### config.mk
export PLATFORM = sky130hd
export DESIGN_NAME = multicycle_ctrl
export DESIGN_NICKNAME = d
export VERILOG_FILES = /design/src/rtl/multicycle_ctrl.sv
export SDC_FILE = /design/constraint.sdc
export NUM_CORES = 1
export LEC_CHECK = 0
export BUFFER_PORTS_ARGS = -buffer_cell sky130_fd_sc_hd__buf_2
export CAP_MARGIN = 10
export CORE_MARGIN = 1
export CORE_UTILIZATION = 33
export CTS_CLUSTER_SIZE = 16
export DETAILED_ROUTE_END_ITERATION = 16
export SKIP_CTS_REPAIR_TIMING = 1
export SYNTH_ARGS = -nofsm -noshare
export SYNTH_HDL_FRONTEND = slang
export SYNTH_SLANG_ARGS = --single-unit
### constraint.sdc
create_clock -name clk_i -period 1.61 [get_ports clk_i]
set_clock_uncertainty 0.1 [all_clocks]
set_input_delay 0.322 -clock clk_i [delete_from_list [all_inputs] [get_ports clk_i]]
set_output_delay 0.322 -clock clk_i [all_outputs]
set_load 0.01 [all_outputs]
### src/rtl/multicycle_ctrl.sv
// multicycle_ctrl: RV32I multi-cycle sequencer; define MULTICYCLE_CTRL_INSTRET_EN for the instret_o counter
module multicycle_ctrl #(
    parameter int TIMEOUT_CYCLES = 16,
    parameter int TIMEOUT_W      = 5
) (
    input  logic        clk_i,
    input  logic        rst_ni,
    input  logic [6:0]  opcode_i,
    input  logic        zero_i,
    input  logic        mem_ready_i,
    output logic        mem_req_o,
    output logic        mem_we_o,
    output logic        ir_write_o,
    output logic        pc_write_o,
    output logic        pc_src_o,
    output logic        alu_src_o,
    output logic [1:0]  alu_op_o,
    output logic        mem_to_reg_o,
    output logic        reg_write_o,
    output logic        instr_done_o,
    output logic        illegal_o,
    output logic        timeout_o,
    output logic        halted_o,
    output logic [2:0]  state_o,
    output logic [31:0] instret_o
);
    typedef enum logic [2:0] {FETCH = 3'd0, DECODE = 3'd1, EXEC = 3'd2, MEM = 3'd3, WB = 3'd4, HALT = 3'd5} state_e;
    typedef enum logic [1:0] {CL_R, CL_LD, CL_ST, CL_BR} class_e;
    state_e               state_q, state_d;
    class_e               class_q, class_d;
    logic [TIMEOUT_W-1:0] tcnt_q, tcnt_d;
    logic                 timeout_q, timeout_d;
    logic                 req, we, irw, pcw, pcs, alus, m2r, rw, done, ill, wait_mem, tmo_hit;
    logic [1:0]           aluop;
    always_comb begin
        req = 1'b0;
        we = 1'b0;
        irw = 1'b0;
        pcw = 1'b0;
        pcs = 1'b0;
        alus = 1'b0;
        aluop = 2'b00;
        m2r = 1'b0;
        rw = 1'b0;
        done = 1'b0;
        ill = 1'b0;
        state_d = state_q;
        class_d = class_q;
        case (state_q)
            FETCH: begin
                req = 1'b1;
                irw = mem_ready_i;
                pcw = mem_ready_i;
                state_d = mem_ready_i ? DECODE : FETCH;
            end
            DECODE: begin
                state_d = EXEC;
                case (opcode_i)
                    7'b0110011: class_d = CL_R;
                    7'b0000011: class_d = CL_LD;
                    7'b0100011: class_d = CL_ST;
                    7'b1100011: class_d = CL_BR;
                    default: begin
                        ill = 1'b1;
                        state_d = HALT;
                    end
                endcase
            end
            EXEC: begin
                alus = (class_q == CL_LD) || (class_q == CL_ST);
                aluop = (class_q == CL_R) ? 2'b10 : (class_q == CL_BR) ? 2'b01 : 2'b00;
                pcw = (class_q == CL_BR) && zero_i;
                pcs = (class_q == CL_BR) && zero_i;
                done = class_q == CL_BR;
                state_d = (class_q == CL_R) ? WB : (class_q == CL_BR) ? FETCH : MEM;
            end
            MEM: begin
                req = 1'b1;
                we = class_q == CL_ST;
                alus = 1'b1;
                done = mem_ready_i && (class_q == CL_ST);
                state_d = !mem_ready_i ? MEM : (class_q == CL_ST) ? FETCH : WB;
            end
            WB: begin
                rw = 1'b1;
                m2r = class_q == CL_LD;
                done = 1'b1;
                state_d = FETCH;
            end
            HALT: state_d = HALT;
            default: state_d = HALT;
        endcase
        // a ready in the expiring cycle takes precedence over the timeout
        wait_mem = req && !mem_ready_i;
        tmo_hit = wait_mem && (tcnt_q + 1'b1 == TIMEOUT_W'(TIMEOUT_CYCLES));
        tcnt_d = wait_mem ? tcnt_q + 1'b1 : '0;
        timeout_d = timeout_q | tmo_hit;
        if (tmo_hit) state_d = HALT;
    end
    always_ff @(posedge clk_i) begin
        if (!rst_ni) begin
            state_q <= FETCH;
            class_q <= CL_R;
            tcnt_q <= '0;
            timeout_q <= 1'b0;
        end else begin
            state_q <= state_d;
            class_q <= class_d;
            tcnt_q <= tcnt_d;
            timeout_q <= timeout_d;
        end
    end
    assign mem_req_o    = rst_ni & req;
    assign mem_we_o     = rst_ni & we;
    assign ir_write_o   = rst_ni & irw;
    assign pc_write_o   = rst_ni & pcw;
    assign pc_src_o     = rst_ni & pcs;
    assign alu_src_o    = rst_ni & alus;
    assign alu_op_o     = rst_ni ? aluop : 2'b00;
    assign mem_to_reg_o = rst_ni & m2r;
    assign reg_write_o  = rst_ni & rw;
    assign instr_done_o = rst_ni & done;
    assign illegal_o    = rst_ni & ill;
    assign timeout_o    = rst_ni & timeout_q;
    assign halted_o     = rst_ni & (state_q == HALT);
    assign state_o      = rst_ni ? state_q : 3'd0;
`ifdef MULTICYCLE_CTRL_INSTRET_EN
    logic [31:0] instret_q;
    always_ff @(posedge clk_i) begin
        if (!rst_ni) instret_q <= '0;
        else if (done) instret_q <= instret_q + 32'd1;
    end
    assign instret_o = rst_ni ? instret_q : 32'd0;
`else
    assign instret_o = 32'd0;
`endif
endmodule

* Word level (Yosys, flattened, before mapping)
Index checks and enable logic that the tools add are counted.
Storage, ports and cells: output and inout bits 49, ROM bits 0, word-level logic and storage cells 72, bits in writable memories 0, latch bits 0, register bits after elaboration 11, input bits 11, memories kept 0
Cells by class: order comparisons 0, bitwise gates (word level) 14, $add $sub $neg 1, reductions and logical operators 14, div/mod/pow operators 0, eq/ne operators 13, multiplexer cells 25, shift-type cells 0, $mul 0
Operators by type and width (number):
- two-way mux 3 bit | 6
- case mux 3 bit (5 select lines) | 1
- == test 7 x 6 -> 1 bit (second input constant) | 2
- AND 1 bit | 12
- two-way mux 1 bit | 10
- two-way mux 2 bit | 4
- case mux 2 bit (4 select lines) | 1
- == test 7 x 2 -> 1 bit (second input constant) | 1
- == test 7 bit (second input constant) | 1
- == test 3 x 2 -> 1 bit (second input constant) | 2
- == test 3 bit (second input constant) | 2
- adder 5 x 1 -> 5 bit (second input constant) | 1
- == test 5 bit (second input constant) | 1
- == test 2 bit (second input constant) | 2
- logical AND 1 bit | 4
- case mux 1 bit (2 select lines) | 2
- AND reduction 2 bit | 2
- nonzero test 4 bit | 1
- OR reduction 2 bit | 2
- OR reduction 4 bit | 1
- == test 3 x 1 -> 1 bit (second input constant) | 1
- zero test 3 bit | 1
- case mux 1 bit (3 select lines) | 1
- == test 2 x 1 -> 1 bit (second input constant) | 1
- other kinds (5) | 5

* Depth between registers and ports, before layout
Gate-level depths: netlist of the first run.
word-level depth 6, gate-level depth with buffers 7, gate-level depth less buffers 7

* Least setup slack after synthesis of the first run
OpenSTA, ideal clock, no wires.
path type input to output, start point in opcode_i[5], end point out illegal_o, stages 4, data required time 1.188 ns, buffers on the path 0, arrival time 1.253 ns, slack -0.065 ns, path through inv_1 maj3_2 o41a_1 and2_2
Between the ends: longest elaborated chain between the ends 5, elaborated cells on any way between the ends 8, classes of those cells eq/ne: 4; mux: 2; bitwise: 1; reduce/logical: 1
Ends and longest elaborated chain:
- start: declaration | RTL line 8 | input logic [6:0] opcode_i,
- == test 7 bit (tied with other cells) | RTL line 58 | case (opcode_i)
- OR reduction 4 bit (no line) *
- two-way mux 1 bit * | RTL line 58
- two-way mux 1 bit * | RTL line 49 | case (state_q)
- AND 1 bit * | RTL line 123 | assign illegal_o = rst_ni & ill;
- end: declaration | RTL line 21 | output logic illegal_o,
Mark *: on every way between the ends. The rest lies on a longest branch, timed or not.

* Worst setup path after layout of the first run
start point reg class_q[0], end point out instr_done_o
Between the ends: longest elaborated chain between the ends 4, elaborated cells on any way between the ends 5, classes of those cells eq/ne: 2; mux: 1; bitwise: 1; reduce/logical: 1
Ends and longest elaborated chain:
- start: declaration | RTL line 30 | class_e class_q, class_d;
- start signal: assignment | RTL line 108 | class_q <= class_d;
- == test 2 bit | RTL line 81 | done = mem_ready_i && (class_q == CL_ST);
- logical AND 1 bit | RTL line 81
- case mux 1 bit (3 select lines) * | RTL line 49
- AND 1 bit * | RTL line 122 | assign instr_done_o = rst_ni & done;
- end: declaration | RTL line 20 | output logic instr_done_o,
Marked as above.

==> results of run 1 <==
## per-layer routing
metal	up-vias	part of all wire, %	GRT usage [%]	wire length, um
li1	527	-	-	-
met1	457	41	15.1	1000
met2	39	53	22.5	1300
met3	0	5.3	2.16	128
met4	0	0	4.98	0
met5	-	0	0	0
## layout make-up
cell class / count / area, sq um
clock buffer: 4 / 26.3
fill: 307 / 1490
inverter: 7 / 26.3
multi-input combinational: 120 / 846
sequential: 11 / 234
tap: 44 / 55.1
timing repair buffer: 60 / 448
## through the flow
stage	worst slack, ns	hold slack, ns	setup TNS (ns)	power (W)	cell area (sq um)
floorplan	0.00283	0.333	0	0.000523	1220
global placement	-0.171	0.346	-0.763	0.000601	1350
detailed placement	-0.191	0.354	-0.771	0.000601	1350
finish	-0.245	0.337	-1.23	0.000880	1640
global route	-0.294	0.329	-1.84	0.000935	1640
CTS	-0.423	0.326	-3.11	0.000802	1370
## worst max-delay path, stage by stage, from the launching register on
cell and delay (ns):
dfxtp_2 0.36, inv_2 0.05, ha_4 0.15, and3_4 0.17, a21oi_2 0.09, o21ai_1 0.07
and2_1 0.13, buf_2 0.13
## cell families after synthesis
logic type,Yosys count,synth area share [%]
XOR/XNOR,4,3.17
AND/OR/NAND/NOR,55,26.7
buffers and inverters,43,27.8
flip-flops,11,19.9
AO/OA/AOI/OAI,21,13.1
other,1,0.339
adder cells (fa/ha/maj),8,8.94
## power by group
part | switching [W] | internal [W]
Combinational | 0.000186 | 0.000198
Sequential | 0.0000189 | 0.000283
Clock | 0.0000980 | 0.0000959
## cell usage in the layout (no fill, tap or decap), types with 2 or more instances in the layout
cell type and n:
conb_1 32, buf_4 28, buf_2 21, buf_6 10, and2_1 8, nor2_1 8, nand2_1 8, dfxtp_1 6
inv_1 4, ha_1 4, inv_2 3, nor2_2 3, and3_4 3, a211oi_1 3, a21oi_1 3, ha_4 3
dfxtp_4 3, clkbuf_4 3, nor2b_4 2, nand2_2 2, and2_4 2, a21oi_2 2, o21ai_1 2, nor2_4 2
nand2b_1 2, o21a_1 2, nand3_1 2, xor2_1 2, and3_1 2, o22ai_1 2, dfxtp_2 2
## flip-flops by register name, summed over array words and instances, names as in the netlist
register   count
class_q        2
tcnt_q         5
timeout_q      1
state_q        3
## worst max-delay path by stage
stage	start	end	depth (start not counted)
2_1_floorplan	state_q[0]	pc_write_o	4
3_3_place_gp	opcode_i[5]	illegal_o	6
3_5_place_dp	opcode_i[5]	illegal_o	6
4_1_cts	state_q[0]	illegal_o	6
5_1_grt	class_q[0]	instr_done_o	7
6_report	class_q[0]	instr_done_o	7
==> impl_results.md, run 1 <==
- Outcome: complete, but fails checks
- Failing checks: setup timing
- Syn_area_per_cell: 7.73 sq um
- Worst skew pair latency: roughly 0.27 ns
- Worst-path maximum fanout: 3
- Flop-to-flop setup slack: 0.04 ns
- Initial Util: 35.4%
- Number of synthesized flops with an enable pin: 0
- Cell variety after synth: 38
- Antenna cells: 0
- Syn Inst Count: approximately 140
- Top-area cell type share of the netlist area: 21.7%
- Total gr overflow: 0
- CP Data Required Time: between 1 and 1.5 ns
- TritonCTS Buffers: 3
- Final Hold Viols: 0
- Synth Cell Area: 1110 sq um
- Worst hold path class: primary input to register
- Largest net degree at the start of global routing: 14
- Area contributors post-synth: buf_4 (22%), dfxtp_1 (20%), ha_1 (7.9%)
- First-pass GRT wire length: 3480 um
- Crit path kind: register to output port
- Worst setup EP type: output port
- Pleak: 0.800 nW
- Reg2Reg Depth: 7
- Drt total wl: 2430 um
- Top FF cell, synth: dfxtp_1
- Max Slew Vio Count: 0
- Die Width: between 50 and 60 um
- Core Rows: 20
- Pwr/cell area: 538 nW/um^2
- Routability cong.: 0.721
- Reg-to-Reg End: state_q[0]
- Die ar.: 3590 sq um
- Top-count cell post-synth: buf_4
- Setup slack after layout: -0.245 ns
- CTS root buf: clkbuf_4
- Register bit count reported by yosys: 11
- Synth top cells by count: buf_4 (32), nor2_1 (13), dfxtp_1 (11), nand2_1 (11), and2_1 (9)
- TritonRoute pass-1 iters: 4
- Critical path data arrival time: 1.43 ns
- Reg clk slew, reported paths: roughly 0.080 ns
- Number of global-route vias before repair: ~840
- Worst IR drop on VDD: 0.000270 V
- Clock sinks: 11
- Crit Reg-Reg Startpoint: class_q[0]
- Startpoint Class: register
- Buffers on Ports: 27
- Clock buffer depth: 2
- Number of instances in the placed design: 236
- Post-Layout Cell Count: 246
- Post-synth top area cell: buf_4
- CTS tree: yes
- I/O pin cnt: 60
- Avg Vias per Cell: between 4 and 5
- Die Y: 59.9 um
- Vias: 1023
- # DRC: 0
- Worst hold path depth: 3
- Hold endpoint: class_q[0]
- Post-DRT Antenna Nets: 0
- H-tree lvl count: 1
- Initial drt markers: 17
- Drt wl/cell: 9.87 um
- Layout Nets: 221
- RSZ-0062 raised after global routing: yes
- Post-synthesis sequential area ratio: 19.9%
- Total Routing Usage GR: 12.7%
- Ys Warns: 0
- Ys async rst share: 0%
- Initial antenna violation count: 0
- Maximum achievable frequency: approximately 540 MHz
- Endpoints failing setup: 9
- Dpl hpwl: approximately 1900 um
- Core box area: 3130 sq um
- Fin util: 52.3%
- Final period util: 115%
- Hold Crit Start: opcode_i[6]
- Layout area overhead: 47.9%
- Final period demand of the worst path: 1.85 ns
- Share of layout cells above drive strength 1: 49.5%
- Maximum Capacitance Violations: 0
Power figures use the tool's default switching activity.
==> run 2, diff against run 1 <==
--- a/config.mk
+++ b/config.mk
@@ -7,6 +7,7 @@
 export LEC_CHECK = 0
 export BUFFER_PORTS_ARGS = -buffer_cell sky130_fd_sc_hd__buf_2
 export CAP_MARGIN = 10
+export CORE_ASPECT_RATIO = 2
 export CORE_MARGIN = 1
 export CORE_UTILIZATION = 33
 export CTS_CLUSTER_SIZE = 16
==> run 2 against run 1 <==
- cell count down 7.3%
- critical endpoint is now illegal_o
- highest routed layer is now met4
- sequential power increased by 2%
- utilization shrank 4.9 points
- worst hold slack better by 0.019 ns
- via count up 0.88%
- the run still ends with setup timing left
- critical path depth is 1 lower
- register-to-register slack worse by 0.02 ns
- largest cell class unchanged
- clock power is 43% higher
==> impl_results.md, run 2 (same netlist as run 1, synthesis figures left out) <==
- Outcome: complete, but fails checks
- Failing checks: setup timing
- Biggest regs: tcnt_q x5, state_q x3, class_q x2
- Routability cong.: 0.752
- Drt total wl: 2540 um
- Initial Util: 34.6%
- Worst path max stage delay: 0.39 ns
- Most common cell after layout, fill and taps aside: conb_1
- CP delay by family, top: compound AO/OA/AOI/OAI gates
- Post-DRT Antenna Nets: 0
- Maximum achievable frequency: 553 MHz
- CTS tree: yes
- Total Routing Usage GR: 13.6%
- Initial drt markers: 12
- Dpl hpwl: 2000 um
- Clock buffer depth: 2
- H-tree lvl count: 1
- Die Y: 83.9 um
- P_int: 0.000617 W
- Slowest CP cell: o41a_1
- Share of layout cells above drive strength 1: 43.1%
- Worst skew pair latency: 0.24 ns
- Layout area overhead: 36.8%
- Clock sinks: 11
- Switch share: 31.7%
- Core box area: 3190 sq um
- Global-route met3 utilization: 1.73%
- I/O pin cnt: 60
- Final period util: 112%
- Crit Reg-Reg Startpoint: class_q[1]
- Worst setup EP type: output port
- Pwr/cell area: 598 nW/um^2
- Avg Vias per Cell: 4.53
- Reg clk slew, reported paths: roughly 0.050 ns
- Startpoint Class: primary input
- Grt met1 use: between 10% and 20%
- Buf/Inv on CP: 3
- Largest net degree at the start of global routing: 14
- Vias: 1032
- Combinational share of power: roughly a third
- Sequential share of power: between 30% and 40%
- Maximum Capacitance Violations: 0
- TritonRoute pass-1 iters: 4
- Max Slew Vio Count: 0
- Worst IR drop on VDD: ~0.00028 V
- RSZ-0062 raised after global routing: yes
- Pleak: 0.772 nW
- Most frequent cells in the layout: conb_1 (32), buf_4 (27), buf_2 (21)
- Number of global-route vias before repair: 922
- Layout Nets: 216
- Setup TNS: -0.836 ns
- Critical path data arrival time: 1.39 ns
- Die Width: 42.9 um
- First-pass GRT wire length: 3740 um
- Largest register FFs: 5
- Met2 usage: 26.3%
- Final period demand of the worst path: about 1.8 ns
- Critical path startpoint: opcode_i[5]
- Buffers on Ports: 27
- Crit-path cells: buf_8 -> inv_4 -> maj3_2 -> o41a_1 -> and2_4 -> buf_6
- Clk pwr share: 30.7%
- Antenna cells: 0
- Final Hold Viols: 0
- Setup slack after layout: -0.199 ns
- TritonCTS Buffers: 3
- Final Cell Area: 1510 sq um
- Reg2Reg Depth: 6
- Post-DP Area: 1300 sq um
- Register name with the most flops: tcnt_q
- Endpoints failing setup: 8
- Flop-to-flop setup slack: about 0.020 ns
- CP endpoint: illegal_o
- CTS root buf: clkbuf_8
- Die ar.: roughly 3600 sq um
- Drt wl/cell: 11.1 um
- Total gr overflow: 0
- Reg-to-Reg End: state_q[0]
- # DRC: 0
- Crit path kind: primary input to output port
- Worst hold path class: register to register
- Initial antenna violation count: 0
- Total power: approximately 0.0009 W
- Core Rows: 29
- Psw: 0.000287 W
- Worst path depth: 6
- GRT busiest layer: met2
- CP Data Required Time: 1.19 ns
- Worst-path maximum fanout: 2
## run 2: area by class of cell
class	count	area [sq um]
Multi-Input combinational cell	120	778
Inverter	7	28.8
Sequential cell	11	231
Timing Repair Buffer	55	390
Tap cell	31	38.8
Fill cell	333	1680
Clock buffer	4	45.0
## run 2: per-stage QoR
step | instances | utilization, % | setup WS [ns] | hold slack, ns
after floorplan | 174 | - | 0.00283 | 0.333
after global placement | 221 | 40.8 | -0.206 | 0.340
after detailed placement | 221 | 40.8 | -0.211 | 0.347
after CTS | 225 | 42.2 | -0.332 | 0.359
after global routing | 228 | 47.4 | -0.236 | 0.367
final | 228 | 47.4 | -0.199 | 0.355
## run 2: worst min path at each step
stage | start | to | slack [ns] | cells after the start
after CTS | timeout_q | timeout_q | 0.36 | 1
after detailed placement | timeout_q | timeout_q | 0.35 | 1
after global routing | opcode_i[6] | class_q[0] | 0.37 | 3
final | timeout_q | timeout_q | 0.36 | 1
after global placement | timeout_q | timeout_q | 0.34 | 1
after floorplan | timeout_q | timeout_q | 0.33 | 1
## run 2: power groups by stage
stage,clock [W],sequential (W),combinational [W]
6_report,0.000278,0.000308,0.000319
5_1_grt,0.000295,0.000310,0.000348
4_1_cts,0.000284,0.000303,0.000272
3_5_place_dp,0,0.000309,0.000270
3_3_place_gp,0,0.000308,0.000269
2_1_floorplan,0,0.000299,0.000223
## run 2: layer usage
metal,vias to the layer above,part of all wire (%)
met3,6,4.4
met2,34,57
met1,477,36
met4,0,2.4
met5,-,0
li1,515,-
## run 2: worst reg2reg max path, stage by stage, from the launching register on
cell and delay (ns):
dfxtp_4 0.38, inv_1 0.06, ha_1 0.29, nor2b_1 0.15
o21ai_1 0.12, o221ai_1 0.12, o31a_1 0.25
==> run 3, diff against run 2 <==
--- a/config.mk
+++ b/config.mk
@@ -7,8 +7,7 @@
 export LEC_CHECK = 0
 export BUFFER_PORTS_ARGS = -buffer_cell sky130_fd_sc_hd__buf_2
 export CAP_MARGIN = 10
-export CORE_ASPECT_RATIO = 2
-export CORE_MARGIN = 1
+export CORE_MARGIN = 5
 export CORE_UTILIZATION = 33
 export CTS_CLUSTER_SIZE = 16
 export DETAILED_ROUTE_END_ITERATION = 16
==> run 3 against run 2 <==
- the run still ends with setup timing left
- non-clock buffer count increased by 2
- die area increased by 28%
- utilization increased by 4.0 points
- register-to-register slack improved by 0.02 ns
- critical path type is now register to output port
- routed wire length increased by 13%
- cell count increased by 7.5%
- largest cell class unchanged
==> impl_results.md, run 3 (same netlist as run 1, synthesis figures left out) <==
- Clock sinks: 11
- Vias: around 1000
- Layout area overhead: 52.5%
- Layout Nets: 218
- CP Data Required Time: 1.19 ns
- Most frequent cells in the layout: conb_1 (32), buf_4 (21), buf_2 (18)
- Slowest CP cell: dfxtp_2
- Worst path max stage delay: 0.36 ns
- CP endpoint: instr_done_o
- Max Slew Vio Count: 0
- Total gr overflow: 0
- Startpoint Class: register
- Largest net degree at the start of global routing: 14
- Maximum achievable frequency: about 540 MHz
- I/O pin cnt: 60
- Buf/Inv on CP: 2
- Register name with the most flops: tcnt_q
- Dpl hpwl: roughly 2000 um
- TritonRoute pass-1 iters: 4
- Final Hold Viols: 0
- Initial drt markers: 30
- H-tree lvl count: 1
- RSZ-0062 raised after global routing: yes
- Core Rows: 21
- Buffers on Ports: 27
- CTS tree: yes
- Biggest regs: tcnt_q x5, state_q x3, class_q x2
- Worst hold path class: primary input to register
- Crit path kind: register to output port
- Setup TNS: -1.40 ns
- Worst setup EP type: output port
- Routability cong.: 0.737
- Reg clk slew, reported paths: 0.08 ns
- Worst path depth: 7
- Crit-path cells: inv_2 -> ha_4 -> and3_4 -> a21oi_2 -> o21ai_1 -> and2_1 -> buf_2
- Post-DRT Antenna Nets: 0
- Outcome: complete, but fails checks
- Die Y: roughly 68 um
- Post-Place Setup Slack: -0.223 ns
- Pwr/cell area: 526 nW/um^2
- Worst-path maximum fanout: 2
- Drt wl/cell: approximately 12 um
- Antenna cells: 0
- Number of global-route vias before repair: between 800 and 900
- Most common cell after layout, fill and taps aside: conb_1
- # DRC: 0
- Setup slack after layout: -0.255 ns
- Largest register FFs: 5
- Drt total wl: 2880 um
- CP delay by family, top: flip-flops
- Initial Util: 33.7%
- Total Routing Usage GR: 9.88%
- TritonCTS Buffers: 3
- CTS root buf: clkbuf_4
- First-pass GRT wire length: 3560 um
- Critical path startpoint: class_q[0]
- Reg-to-Reg End: state_q[0]
- Final period util: 116%
- Share of layout cells above drive strength 1: 51.8%
- Die Width: 67.9 um
- Clock buffer depth: 2
- Die ar.: 4610 sq um
- Final period demand of the worst path: between 1.5 and 2 ns
- Crit Reg-Reg Startpoint: class_q[0]
- Endpoints failing setup: 10
- Core box area: 3280 sq um
- Worst skew pair latency: approximately 0.26 ns
- Avg Vias per Cell: 4.20
- Critical path data arrival time: 1.44 ns
- Flop-to-flop setup slack: roughly 0.040 ns
- Initial antenna violation count: 0
- Failing checks: setup timing
- Reg2Reg Depth: 7
- Maximum Capacitance Violations: 0
- Pleak: roughly 0.8 nW
- Worst IR drop on VDD: 0.000293 V
run 3: cell types whose count changed in the layout (fill, tap and decap cells not counted), moves of 3 or more:
cell | before | now
buf_6 | 6 | 15
buf_4 | 27 | 21
nor2_1 | 11 | 6
buf_2 | 21 | 18
clkbuf_4 | 0 | 3
clkbuf_8 | 3 | 0
nor2_4 | 0 | 3
run 3: area by class of cell:
cell class,instances,area [sq um]
fillers,303,1600
multi-input cells,120,861
repair buffers,57,477
flip-flops and latches,11,236
well taps,46,57.6
inverters,7,28.8
clock buffers,4,26.3
run 3: worst register-to-register path, stage by stage, from the launching register on:
cell and delay (ns):
dfxtp_2 0.36, inv_2 0.06, buf_6 0.11, ha_4 0.21, nor2b_2 0.16, o21ai_2 0.11
o221ai_2 0.11, o31a_1 0.24
run 3: metal layers:
metal	global-route usage [%]	wire length, um	vias up
li1	-	-	522
met1	12.8	1170	468
met2	17.3	1460	36
met3	0.985	194	4
met4	2.98	55	0
met5	0	0	-
run 3: how the worst min path moves through the flow:
stage	start	endpoint	slack [ns]	cells after the start
6_report	opcode_i[6]	class_q[0]	0.33	3
5_1_grt	opcode_i[6]	class_q[0]	0.33	3
4_1_cts	opcode_i[6]	class_q[0]	0.34	3
3_5_place_dp	timeout_q	timeout_q	0.35	1
3_3_place_gp	timeout_q	timeout_q	0.35	1
2_1_floorplan	timeout_q	timeout_q	0.33	1
run 3: through the flow:
stage	std cells	util (%)	area (sq um)	power, W	hold slack [ns]
floorplan	174	-	1220	0.000523	0.333
global placement	231	39.5	1300	0.000565	0.345
detailed placement	231	39.5	1300	0.000568	0.349
CTS	235	40.3	1320	0.000765	0.339
global route	245	51.4	1690	0.000942	0.328
finish	245	51.4	1690	0.000887	0.331
run 3: power breakdown:
| part | switching [W] | internal [W] |
|---|---|---|
| logic | 0.000195 | 0.000197 |
| registers | 0.0000196 | 0.000283 |
| clock network | 0.0000966 | 0.0000956 |
